--- src/rtl/readout_stream_decoder.sv ---
// readout_stream_decoder
// Unpacks the zero-compressed 32-bit readout stream (timestamp LSB/MSB
// headers, ETROC1/ETROC2 TDC words, fillers) into one record per hit, with
// the reconstructed 52-bit timestamp, on a valid/ready output. Malformed
// words are counted in saturating status counters.
module readout_stream_decoder #(
  parameter int CNT_W = 16
) (
  input  logic             clk160,
  input  logic             reset_n,
  input  logic             noTimestamp,
  input  logic [31:0]      in_data,
  input  logic             in_empty,
  output logic             in_rd_en,
  output logic             hit_valid,
  input  logic             hit_ready,
  output logic [1:0]       hit_channel,
  output logic             hit_etroc2,
  output logic [28:0]      hit_tdc,
  output logic [51:0]      hit_timestamp,
  output logic             hit_random,
  output logic             hit_first,
  output logic [CNT_W-1:0] event_count,
  output logic [CNT_W-1:0] filler_count,
  output logic [CNT_W-1:0] error_count
);

  localparam logic [31:0] FILLER_WORD = 32'h0000_9800;

  typedef enum logic [1:0] {IDLE, HDR, HITS} state_t;
  typedef enum logic [2:0] {W_FILLER, W_LSB, W_MSB, W_TDC, W_BAD} kind_t;

  state_t      state;
  logic [25:0] lsb;
  logic [25:0] msb;
  logic        random_q;
  logic        have_prev;   // a hit has already been seen in this event
  logic [1:0]  prev_ch;

  kind_t       kind;
  logic [1:0]  w_ch;
  logic [28:0] w_tdc;
  logic        w_etroc2;

  logic        pop;
  logic        tdc_pop;
  logic        order_err;
  logic        err_inc;
  logic        evt_inc;
  logic        fil_inc;

  // The output register can take a new word whenever it is empty or being
  // drained this cycle; nothing is popped while reset is held.
  assign in_rd_en = reset_n & ~in_empty & (~hit_valid | hit_ready);
  assign pop      = in_rd_en;

  // Classify the word at the FIFO head and extract the hit fields.
  always_comb begin
    // NOTE: every output of this block gets a default first, so no path can
    // leave a value unassigned and infer a latch.
    kind     = W_BAD;
    w_ch     = 2'd0;
    w_tdc    = 29'd0;
    w_etroc2 = 1'b0;
    if (noTimestamp) begin
      if (in_data == 32'h0) begin
        kind = W_FILLER;
      end else if (in_data[0]) begin
        kind  = W_TDC;
        w_ch  = in_data[31:30];
        w_tdc = in_data[29:1];
      end
    end else if (in_data == FILLER_WORD) begin
      kind = W_FILLER;
    end else if (in_data[31:27] == 5'b10000) begin
      kind = W_LSB;
    end else if (in_data[31:26] == 6'b100011) begin
      kind = W_MSB;
    end else if (in_data[31:30] == 2'b11) begin
      kind     = W_TDC;
      w_ch     = in_data[29:28];
      w_tdc    = {1'b0, in_data[27:0]};
      w_etroc2 = 1'b1;
    end else if (!in_data[31]) begin
      kind  = W_TDC;
      w_ch  = in_data[30:29];
      w_tdc = in_data[28:0];
    end
  end

  assign tdc_pop   = pop & (kind == W_TDC);
  assign order_err = ~noTimestamp & have_prev & (w_ch <= prev_ch);

  // One error increment per word, however many rules the word breaks.
  assign err_inc = pop & ((kind == W_BAD)
                        | ((kind == W_MSB) & (state != HDR))
                        | ((kind == W_TDC) & ~noTimestamp & ((state == IDLE) | order_err)));
  assign evt_inc = pop & (noTimestamp ? (kind == W_TDC) : (kind == W_LSB));
  assign fil_inc = pop & (kind == W_FILLER);

  function automatic logic [CNT_W-1:0] sat_inc(input logic [CNT_W-1:0] cnt,
                                               input logic en);
    return (en && (cnt != '1)) ? cnt + CNT_W'(1) : cnt;
  endfunction

  // Header tracking, event state machine and the output hit record.
  always_ff @(posedge clk160 or negedge reset_n) begin
    // NOTE: sequential state uses non-blocking assignments so every register
    // samples the pre-edge values regardless of statement order.
    if (!reset_n) begin
      state         <= IDLE;
      lsb           <= '0;
      msb           <= '0;
      random_q      <= 1'b0;
      have_prev     <= 1'b0;
      prev_ch       <= 2'd0;
      hit_valid     <= 1'b0;
      hit_channel   <= 2'd0;
      hit_etroc2    <= 1'b0;
      hit_tdc       <= '0;
      hit_timestamp <= '0;
      hit_random    <= 1'b0;
      hit_first     <= 1'b0;
    end else begin
      if (tdc_pop) begin
        hit_valid     <= 1'b1;
        hit_channel   <= w_ch;
        hit_etroc2    <= w_etroc2;
        hit_tdc       <= w_tdc;
        hit_timestamp <= noTimestamp ? 52'd0 : {msb, lsb};
        hit_random    <= random_q;
        hit_first     <= ~noTimestamp & (state != IDLE) & ~have_prev;
      end else if (hit_ready) begin
        hit_valid <= 1'b0;
      end

      if (pop && !noTimestamp) begin
        case (kind)
          W_LSB: begin
            lsb       <= in_data[25:0];
            random_q  <= in_data[26];
            have_prev <= 1'b0;
            state     <= HDR;
          end
          W_MSB: begin
            if (state == HDR) begin
              msb   <= in_data[25:0];
              state <= HITS;
            end
          end
          W_TDC: begin
            have_prev <= 1'b1;
            prev_ch   <= w_ch;
            if (state != IDLE) state <= HITS;
          end
          default: ;
        endcase
      end
    end
  end

  // Saturating status counters.
  always_ff @(posedge clk160 or negedge reset_n) begin
    if (!reset_n) begin
      event_count  <= '0;
      filler_count <= '0;
      error_count  <= '0;
    end else begin
      event_count  <= sat_inc(event_count, evt_inc);
      filler_count <= sat_inc(filler_count, fil_inc);
      error_count  <= sat_inc(error_count, err_inc);
    end
  end

endmodule

--- config.mk ---
export PLATFORM = sky130hd
export DESIGN_NAME = readout_stream_decoder
export DESIGN_NICKNAME = d
export VERILOG_FILES = /design/src/rtl/readout_stream_decoder.sv
export SDC_FILE = /design/constraint.sdc
export NUM_CORES = 1
export LEC_CHECK = 0
export CORE_UTILIZATION = 55
export CTS_BUF_LIST = sky130_fd_sc_hd__clkbuf_16
export DETAILED_ROUTE_END_ITERATION = 6
export PLACE_DENSITY = 0.85
export SLEW_MARGIN = 20
export SYNTH_ARGS = -nofsm -noshare
export SYNTH_HDL_FRONTEND = slang
export SYNTH_SLANG_ARGS = --single-unit
export TNS_END_PERCENT = 1
--- constraint.sdc ---
create_clock -name clk160 -period 5 [get_ports clk160]
set_clock_uncertainty 0.1 [all_clocks]
set_input_delay 1 -clock clk160 [delete_from_list [all_inputs] [get_ports clk160]]
set_output_delay 1 -clock clk160 [all_outputs]
set_load 0.02 [all_outputs]
# Word-level counts from Yosys, hierarchy flattened
# Index checks and enable logic that the tools add are counted.
# word_totals
ff_bits	193
in_bits	37
out_inout_bits	136
# op_classes
n_addsub	3
order_cmp	1
n_eq_ne	15
muxes	37
bitwise	21
reduce_logical	17
# op_table
operator	n
2-to-1 mux 29 bit	8
2-to-1 mux 52 bit	1
adder 16 x 1 -> 16 bit, second input constant	3
!= test 16 bit, second input constant	3
equality test 32 x 16 -> 1 bit, second input constant	1
zero test 32 bit	1
2-to-1 mux 3 bit	8
2-to-1 mux 2 bit	10
AND 1 bit	13
2-to-1 mux 1 bit	8
equality test 3 x 2 -> 1 bit, second input constant	2
equality test 6 bit, second input constant	1
!= test 2 x 1 -> 1 bit, second input constant	3
case mux 2 bit (3 select lines)	1
AND reduction 2 bit	3
nonzero test 2 bit	3
equality test 5 bit, second input constant	1
logical AND 1 bit	4
inverter 1 bit	4
bitwise OR 1 bit	4
AND reduction 4 bit	1
equality test 3 x 1 -> 1 bit, second input constant	1
equality test 3 bit, second input constant	1
zero test 3 bit	1
other kinds (8)	8

# Longest topological paths before layout
# Gate-level depths: netlist (run 1).
# logic_depth
depth_word	13
mapped_depth	14
mapped_depth_nobuf	12

# Worst setup path after synthesis (run 1)
# No wires, ideal clock.
# synth_timing
path_kind	input -> register
start	in in_data[30]
end	reg error_count[1]
setup_ps	125
t_arrival_ps	3494
required_ps	4775
slack_ps	1281
cell_stages	12
path_buffers	0
cell_sequence	nor4_2 > and4_1 > a31oi_1 > a32oi_1 > inv_1 > ha_1 > nor2b_1 > o21ai_0 > a21oi_1 > o221a_2 > nor3_1 > mux2_2
# synth_via
elab_chain_cells	13
elab_cells_between_ends	32
# synth_lines
item	line_no	source
from (decl)	12	input logic [31:0] in_data,
equality test 2 bit or 2-to-1 mux 2 bit (tied branches)	79, 84	
2-to-1 mux 2 bit	79	end else if (in_data[31:30] == 2'b11) begin
2-to-1 mux 2 bit	77	end else if (in_data[31:26] == 6'b100011) begin
2-to-1 mux 2 bit	75	end else if (in_data[31:27] == 5'b10000) begin
2-to-1 mux 2 bit	73	end else if (in_data == FILLER_WORD) begin
2-to-1 mux 2 bit (*)	65	if (noTimestamp) begin
net w_ch[1]	41	logic [1:0] w_ch;
less-or-equal comparator 2 bit (*)	92	assign order_err = ~noTimestamp & have_prev & (w_ch <= prev_ch);
AND 1 bit (*)	92	
bitwise OR 1 bit (*)	97	| ((kind == W_TDC) & ~noTimestamp & ((state == IDLE) | order_err)));
AND 1 bit (*)	97	
bitwise OR 1 bit (*)	97	
AND 1 bit (*)	95	assign err_inc = pop & ((kind == W_BAD)
logical AND 1 bit (*)	103	return (en && (cnt != '1)) ? cnt + CNT_W'(1) : cnt;
to (signal assigned)	171	error_count <= sat_inc(error_count, err_inc);
to (decl)	25	output logic [CNT_W-1:0] error_count
# The timed path passes the listed nets; every way through them passes the cells marked *.
# A chain may end at the register's enable or synchronous reset.

# Worst setup path in the final report (run 1)
# layout_timing
start	in in_data[31]
end	reg error_count[12]
# Same word-level chain as after synthesis.

==> qor.yml, run 1 <==
outcome: "finished clean"
synth_area_per_cell_um2: 10.7
wire_per_inst_um: 18.0
fin_tns_setup_ns: 0
power.static_leakage_nw: 4.80
ys_async_sr_fraction_pct: 100
drc_errors: 0
fin_crit_ns: 4.55
num-nets-final: 985
grt.total_usage_pct: 27.6
required_ns: 5.20
diodes: 0
grt_overflow: 0
syn_area_mm2: 0.00828
row_count: 44
cts-resized-gates: 0
cts-htree-levels: 4
synth_ff_type: "dfrtp_1"
maxSlewViolCount: 0
die_area_mm2: 0.0155
startpoint_type: "primary input"
place.detailed.hpwl_um: 13600
synth_cell_types: 46
grt_max_degree: 99
post-route-period-util_pct: 91.1
hold_path.class: "primary input to asynchronous set/reset pin"
vias_per_cell: 5.81
ys_ff_latch: 193
clkLatencyLatePin_ns: 0.43
cts.sinks: 193
p_per_area_mw_per_mm2: 345
gp_congestion: 0.934
peakVddDrop_mv: 0.269
fp.coreArea_mm2: 0.0146
post_cts_buffers: 0
wirelength_um: 20500
antenna_found_initial: 0
die_w_um: 125
initial_core_util_pct: 56.7
hold_viol: 0
worst_pin_slew_ns: 0.929
clk_pin_slew_ns: 0.07
dpl.cell_count: 1108
ys_seq_area_share_pct: 58.4
ant_nets: 0
syn-num-nets: 817
fin_cells: 1140
dr.pass1.iters: 5
drv_cap: 0
grt_pass1_vias: 6425
reg2regPathDepth: 8
drive_gt1_share_pct: 11.7
cts_tree: "done"
syn_to_final_growth_pct: 30.1
port_buffers: 172
cts_hold_buffers: 0
worstSetupEndpointType: "register"
postSynthCellCount: 775
rsz0062_at_grt: "no"
path_max_fanout: 15
max-slew-margin-rel_pct: 38.0
cts_made_buffers: 17
clock_path_buffers: 2
arrival_ns: 4.76
yosysWarnings: 0
fmax_mhz: 220
die_h_um: 125
setup_viol: 0
pin_count: 173
drtIter0Drc: 567
vias: 6619
worstSetupPathType: "primary input to register"
clockRootBuffer: "clkbuf_16"
synth_edf_count: 0
grt_pass1_wl_um: 33700
layout make-up:
cell class | instances | area (um^2)
inverters | 11 | 41.3
multi-input cells | 529 | 3230
clock inverters | 15 | 129
flip-flops and latches | 193 | 4830
clock buffers | 17 | 425
repair buffers | 191 | 1880
fillers | 1008 | 3820
well taps | 184 | 230
cells by family (layout without fill, tap and decap cells):
family                   after synthesis  count (layout)  share of synthesized area (%)
buffers and inverters                 53             234                           2.77
AND/OR/NAND/NOR                      291             291                           16.2
AO/OA/AOI/OAI                        131             131                           9.34
multiplexers                          59              59                           8.07
flip-flops                           193             193                           58.4
adder cells (fa/ha/maj)                5               5                          0.756
XOR/XNOR                              43              43                           4.55
through the flow:
step	total power [W]	hold WS (ns)	setup WS, ns	util, %	cell area [um^2]
6_report	0.00371	0.355	0.446	73.8	10800
2_1_floorplan	0.00210	0.350	1.28	-	8280
5_1_grt	0.00387	0.363	0.320	73.8	10800
3_3_place_gp	0.00243	0.360	0.299	70.0	10200
3_5_place_dp	0.00245	0.369	0.151	70.0	10200
4_1_cts	0.00373	0.356	0.528	73.8	10800
report_power, final:
group          switching, W  leakage, nW  internal, W
registers         0.0000984         2.61      0.00168
clock network      0.000563        0.285     0.000724
logic              0.000355         1.90     0.000287
flip-flops by register name, indices dropped and copies added (netlist names), 16 cells and up:
name	cells
hit_timestamp	52
hit_tdc	29
lsb	26
msb	26
error_count	16
event_count	16
filler_count	16
critical path: stages:
cell and delay [ns]:
clkdlybuf4s50_1 0.57, nor4_1 0.49, and4_1 0.30, a31oi_1 0.19
a32oi_1 0.37, inv_1 0.09, ha_1 0.29, nor2b_1 0.13
o21ai_0 0.14, a21oi_1 0.09, o221a_2 0.38, nor4_1 0.33
mux2_2 0.37
cells in the mapped netlist, types with 2 or more instances:
library cell / count / share of area [%]
and4_1: 5 / 0.53
nor2_1: 18 / 0.82
clkbuf_1: 24 / 1.1
mux2_2: 57 / 7.8
o21ai_0: 73 / 4.4
buf_4: 3 / 0.27
nand2b_1: 2 / 0.15
buf_2: 15 / 0.91
o21ai_1: 14 / 0.85
xor2_1: 22 / 2.3
nor4_1: 11 / 0.83
and3_1: 7 / 0.53
nand3_1: 27 / 1.6
nand4_1: 16 / 1.2
a21oi_1: 3 / 0.18
nand3b_1: 2 / 0.18
nor4_2: 2 / 0.30
nor2b_1: 5 / 0.38
a22oi_1: 30 / 2.7
dfrtp_1: 193 / 58
inv_1: 9 / 0.41
ha_1: 5 / 0.76
nor3_1: 19 / 1.1
xnor2_1: 21 / 2.2
and2_1: 3 / 0.23
nand2_1: 169 / 7.7
path summary, 6_finish.rpt:
check	start	end	slack, ns
worst max register to register	error_count[0]$_DFFE_PN0P_	error_count[6]$_DFFE_PN0P_	2.46
max in group asynchronous	reset_n	hit_tdc[23]$_DFFE_PN0P_	2.81
min in group clk160	hit_tdc[14]$_DFFE_PN0P_	hit_tdc[14]$_DFFE_PN0P_	0.38
worst min-delay path	reset_n	filler_count[11]$_DFFE_PN0P_	0.36
worst max-delay path	in_data[31]	error_count[12]$_DFFE_PN0P_	0.45
worst min register to register	hit_tdc[14]$_DFFE_PN0P_	hit_tdc[14]$_DFFE_PN0P_	0.38
layout by cell type (no fill, tap or decap), drive strengths merged, types with 13 or more instances in the layout:
cell type      instances
dfrtp                193
clkdlybuf4s50        171
nand2                169
o21ai                 88
mux2                  59
a22oi                 30
nand3                 27
xor2                  22
xnor2                 21
nor3                  20
buf                   19
nor2                  18
clkbuf                18
nand4                 16
inv                   13
nor4                  13
metal layers:
layer  global-route usage (%)  routed length, um  vias up
met5                        0                  0        -
met4                     10.3                437        0
met3                     6.19               1340       31
met2                     42.8               9760      266
met1                     38.1               8940     3302
li1                         -                  -     3020
Power figures use the tool's default switching activity.
==> inputs of run 2 (changes only) <==
Settings changed: CORE_MARGIN from default to 3.
==> run 2 against run 1 <==
Effect of this change:
- flip-flop and latch count stayed put
- critical path type unchanged
- utilization hardly changed
- combinational power hardly changed
- critical endpoint unchanged
- highest routed layer unchanged
- first-iteration DRC count is 17% lower
==> qor.yml, run 2 (synthesis results as in run 1) <==
cts_hold_buffers: 0
largest_reg_flops: 52
path_max_fanout: 15
cts.sinks: 193
grt_pass1_vias: 6488
wire_per_inst_um: 18.1
grt_use_met1_pct: 36.2
pin_count: 173
num-nets-final: 984
wirelength_um: 20600
cts-htree-levels: 4
required_ns: 5.22
clock_path_buffers: 2
critPathSlowestCell: "nor4_1"
clockRootBuffer: "clkbuf_16"
reg2regPathDepth: 8
setup_viol: 0
syn_to_final_growth_pct: 30.6
power.static_leakage_nw: 4.80
max_flop_register: "hit_timestamp"
arrival_ns: 4.75
worstSetupEndpointType: "register"
critical_path.max_stage_delay_ns: 0.55
ant_nets: 0
r2r_slack_ns: 2.44
peakVddDrop_mv: 0.275
die_area_mm2: 0.0166
startpoint_type: "primary input"
path_cells: "clkdlybuf4s50_1, nor4_1, and4_1, a31oi_1, a32oi_1, inv_1, ha_1, nor2b_1, o21ai_0, a21oi_1, o221a_2, nor4_1, mux2_2"
drive_gt1_share_pct: 11.8
antenna_found_initial: 0
outcome: "finished clean"
worstSetupPathType: "primary input to register"
fin_crit_ns: 4.53
startpoint: "in_data[13]"
grtUsageMet2_pct: 38.4
diodes: 0
grt_pass1_wl_um: 33400
vias: 6507
grt_max_degree: 70
reg_top3: "hit_timestamp: 52 flops, hit_tdc: 29 flops"
row_count: 44
drv_cap: 0
drc_errors: 0
maxSlewViolCount: 0
clk_pin_slew_ns: 0.07
timing.rr.end: "msb[6]$_DFFE_PN0P_"
initial_core_util_pct: 56.5
dr.pass1.iters: 5
fmax_mhz: 221
drtIter0Drc: 471
worst_pin_slew_ns: 0.791
gp_congestion: 0.910
fillers: 1009
rr_startpoint: "hit_valid$_DFFE_PN0P_"
use_met3_pct: 5.89
grt_overflow: 0
max-slew-margin-rel_pct: 47.2
port_buffers: 172
cts-resized-gates: 0
post-route-period-util_pct: 90.6
vias_per_cell: 5.71
hold_viol: 0
regArea_mm2: 0.00483
die_w_um: 129
fp.coreArea_mm2: 0.0146
grt.total_usage_pct: 25.6
layout_common_cells: "193 x dfrtp_1, 171 x clkdlybuf4s50_1, 169 x nand2_1"
cts_tree: "done"
die_h_um: 129
cts_made_buffers: 17
hold_path.class: "register to register"
fin_area_mm2: 0.0108
fin_tns_setup_ns: 0
cp_common_cell: "nor4_1"
crit_end: "error_count[12]$_DFFE_PN0P_"
post_dp_cell_area_mm2: 0.0102
p_per_area_mw_per_mm2: 351
layout_commonest_cell: "dfrtp_1"
multi_input_area_mm2: 0.00323
clkLatencyLatePin_ns: 0.43
busiest_layer: "met2"
rsz0062_at_grt: "no"
post_cts_buffers: 0
place.detailed.hpwl_um: 14000
run 2: cell count changes in the layout (fill, tap and decap cells not counted), sizes merged:
cell / change
bufinv: +1
clkinvlp: +1
buf: -1
clkinv: -2
run 2: worst min-delay path by stage:
stage	start	end	cells after the start	slack (ns)
3_3_place_gp	hit_timestamp[26]$_DFFE_PN0P_	hit_timestamp[26]$_DFFE_PN0P_	2	0.36
5_1_grt	hit_tdc[20]$_DFFE_PN0P_	hit_tdc[20]$_DFFE_PN0P_	2	0.41
2_1_floorplan	prev_ch[1]$_DFFE_PN0P_	prev_ch[1]$_DFFE_PN0P_	2	0.35
6_report	hit_etroc2$_DFFE_PN0P_	hit_etroc2$_DFFE_PN0P_	2	0.38
4_1_cts	hit_timestamp[32]$_DFFE_PN0P_	hit_timestamp[32]$_DFFE_PN0P_	2	0.38
3_5_place_dp	hit_timestamp[32]$_DFFE_PN0P_	hit_timestamp[32]$_DFFE_PN0P_	2	0.37
run 2: layout make-up:
type	count	area share, %
Multi-Input combinational cell	529	29.9
Clock buffer	17	3.94
Tap cell	184	2.13
Clock inverter	15	1.54
Sequential cell	193	44.7
Timing Repair Buffer	190	17.4
Inverter	11	0.382
run 2: critical path: cells and delay by family:
family          cells  cell delay (ns)
compound gates      5             1.13
mux                 1             0.37
fa+ha+maj           1             0.29
buf+inv             2             0.60
simple gates        4             1.36
run 2: stage by stage:
step	cells	total power (W)	setup slack, ns	hold WS (ns)	utilization, %
after global routing	1139	0.00395	0.378	0.405	73.8
after detailed placement	1107	0.00245	0.177	0.369	69.8
after floorplan	775	0.00210	1.28	0.350	-
after CTS	1139	0.00382	0.596	0.385	73.8
after global placement	1107	0.00243	0.298	0.361	69.8
final	1139	0.00379	0.471	0.379	73.8
run 2: power breakdown:
part / leakage, nW / internal (W) / switching, W
Sequential: 2.61 / 0.00168 / 0.000103
Clock: 0.290 / 0.000783 / 0.000582
Combinational: 1.90 / 0.000286 / 0.000354
Total: 4.80 / 0.00275 / 0.00104
run 2: routing by layer:
| metal | wire length (um) | vias to the layer above |
|---|---|---|
| met5 | 0 | - |
| met1 | 9270 | 3247 |
| met2 | 9590 | 203 |
| li1 | - | 3023 |
| met3 | 1150 | 34 |
| met4 | 585 | 0 |
==> inputs of run 3 (changes only) <==
Settings changed: CORE_MARGIN 3 to 1.5.
==> run 3 against run 2 <==
Effect of this change:
- clock power is 7% lower
- largest cell class unchanged
- design area is 0.65% lower
- critical path type unchanged
- flip-flop and latch count stayed put
- sequential share of layout area is 0.29 points higher
- sequential power hardly changed
- highest routed layer unchanged
- total power is 2.6% lower
==> qor.yml, run 3 (synthesis results as in run 1) <==
r2r_slack_ns: 2.50
fin_cells: 1138
grt_overflow: 0
outcome: "finished clean"
syn_to_final_growth_pct: 29.7
clk_pin_slew_ns: 0.06
row_count: 44
required_ns: 5.21
cts_hold_buffers: 0
fin_tns_setup_ns: 0
place.detailed.hpwl_um: 13900
gp_congestion: 0.964
layout_common_cells: "193 x dfrtp_1, 171 x clkdlybuf4s50_1, 169 x nand2_1"
grt_pass1_wl_um: 33900
path_max_fanout: 15
cts-resized-gates: 0
ant_nets: 0
p_per_area_mw_per_mm2: 344
hold_path.class: "register to register"
num-nets-final: 984
clock_path_buffers: 2
arrival_ns: 4.69
reg_top3: "hit_timestamp: 52 flops, hit_tdc: 29 flops"
maxSlewViolCount: 0
grt.total_usage_pct: 27.2
wl_met2_um: 9620
routed-wl-met3_um: 1220
peakVddDrop_mv: 0.253
max-slew-margin-rel_pct: 38.5
startpoint_type: "primary input"
cts-htree-levels: 4
diodes: 0
drc_errors: 0
vias: 6478
fmax_mhz: 223
wire_per_inst_um: 18.2
fin_area_mm2: 0.0107
clkLatencyLatePin_ns: 0.43
dpl.cell_count: 1107
power.static_leakage_nw: 4.78
die_h_um: 126
initial_core_util_pct: 56.7
port_buffers: 172
hold_viol: 0
fp.coreArea_mm2: 0.0146
cts.sinks: 193
drive_gt1_share_pct: 11.1
die_area_mm2: 0.0158
cts_tree: "done"
layout_commonest_cell: "dfrtp_1"
highest_layer: "met4"
worstSetupEndpointType: "register"
die_w_um: 126
setup_viol: 0
wirelength_um: 20800
post_cts_buffers: 0
antenna_found_initial: 0
worst_pin_slew_ns: 0.923
post-route-period-util_pct: 89.6
pin_count: 173
clockRootBuffer: "clkbuf_16"
dr.pass1.iters: 6
rsz0062_at_grt: "no"
drv_cap: 0
grt_max_degree: 77
fin_crit_ns: 4.48
drtIter0Drc: 636
max_flop_register: "hit_timestamp"
largest_reg_flops: 52
vias_per_cell: 5.69
grt_pass1_vias: 6304
worstSetupPathType: "primary input to register"
post_dp_cell_area_mm2: 0.0102
cts_made_buffers: 17
wl_met1_um: 9360
==> run 3: final timing paths <==
path / startpoint / endpoint / cells after the start
setup / recovery: in_data[8] / error_count[12]$_DFFE_PN0P_ / 13
hold / removal: hit_timestamp[23]$_DFFE_PN0P_ / hit_timestamp[23]$_DFFE_PN0P_ / 2
setup reg to reg: error_count[0]$_DFFE_PN0P_ / error_count[1]$_DFFE_PN0P_ / 7
hold reg to reg: hit_timestamp[23]$_DFFE_PN0P_ / hit_timestamp[23]$_DFFE_PN0P_ / 2
max in group asynchronous: reset_n / hit_tdc[25]$_DFFE_PN0P_ / 2
min in group asynchronous: reset_n / hit_timestamp[32]$_DFFE_PN0P_ / 1
==> run 3: layout make-up <==
class	count	area, um^2
clock buffers	17	425
clock inverters	14	109
fillers	1025	3850
inverters	11	41.3
multi-input cells	529	3230
flip-flops and latches	193	4830
well taps	184	230
repair buffers	190	1870
==> run 3: worst max-delay path, stage by stage <==
cell and delay (ns):
clkdlybuf4s50_1 0.51, nor4_1 0.55, and4_1 0.30, a31oi_1 0.15
a32oi_1 0.31, inv_1 0.09, ha_1 0.31, nor2b_1 0.15
o21ai_0 0.16, a21oi_1 0.09, o221a_2 0.38, nor4_1 0.32
mux2_2 0.36
==> run 3: report_power, final <==
group	internal, W	leakage (nW)	switching [W]
combinational	0.000287	1.90	0.000358
clock	0.000714	0.279	0.000551
sequential	0.00168	2.61	0.000101
total	0.00268	4.78	0.00101
==> run 3: per-layer routing <==
metal / up-vias / track usage, %
li1: 3026 / -
met1: 3173 / 38.0
met2: 239 / 42.0
met3: 40 / 6.03
met4: 0 / 10.4
met5: - / 0
==> run 3: per-stage QoR <==
step	utilization [%]	setup WS [ns]	hold WS (ns)	power, W
after floorplan	-	1.28	0.350	0.00210
after global placement	69.9	0.290	0.362	0.00243
after detailed placement	69.9	0.166	0.368	0.00245
after CTS	73.6	0.571	0.384	0.00371
after global routing	73.6	0.281	0.404	0.00384
final	73.6	0.520	0.374	0.00369
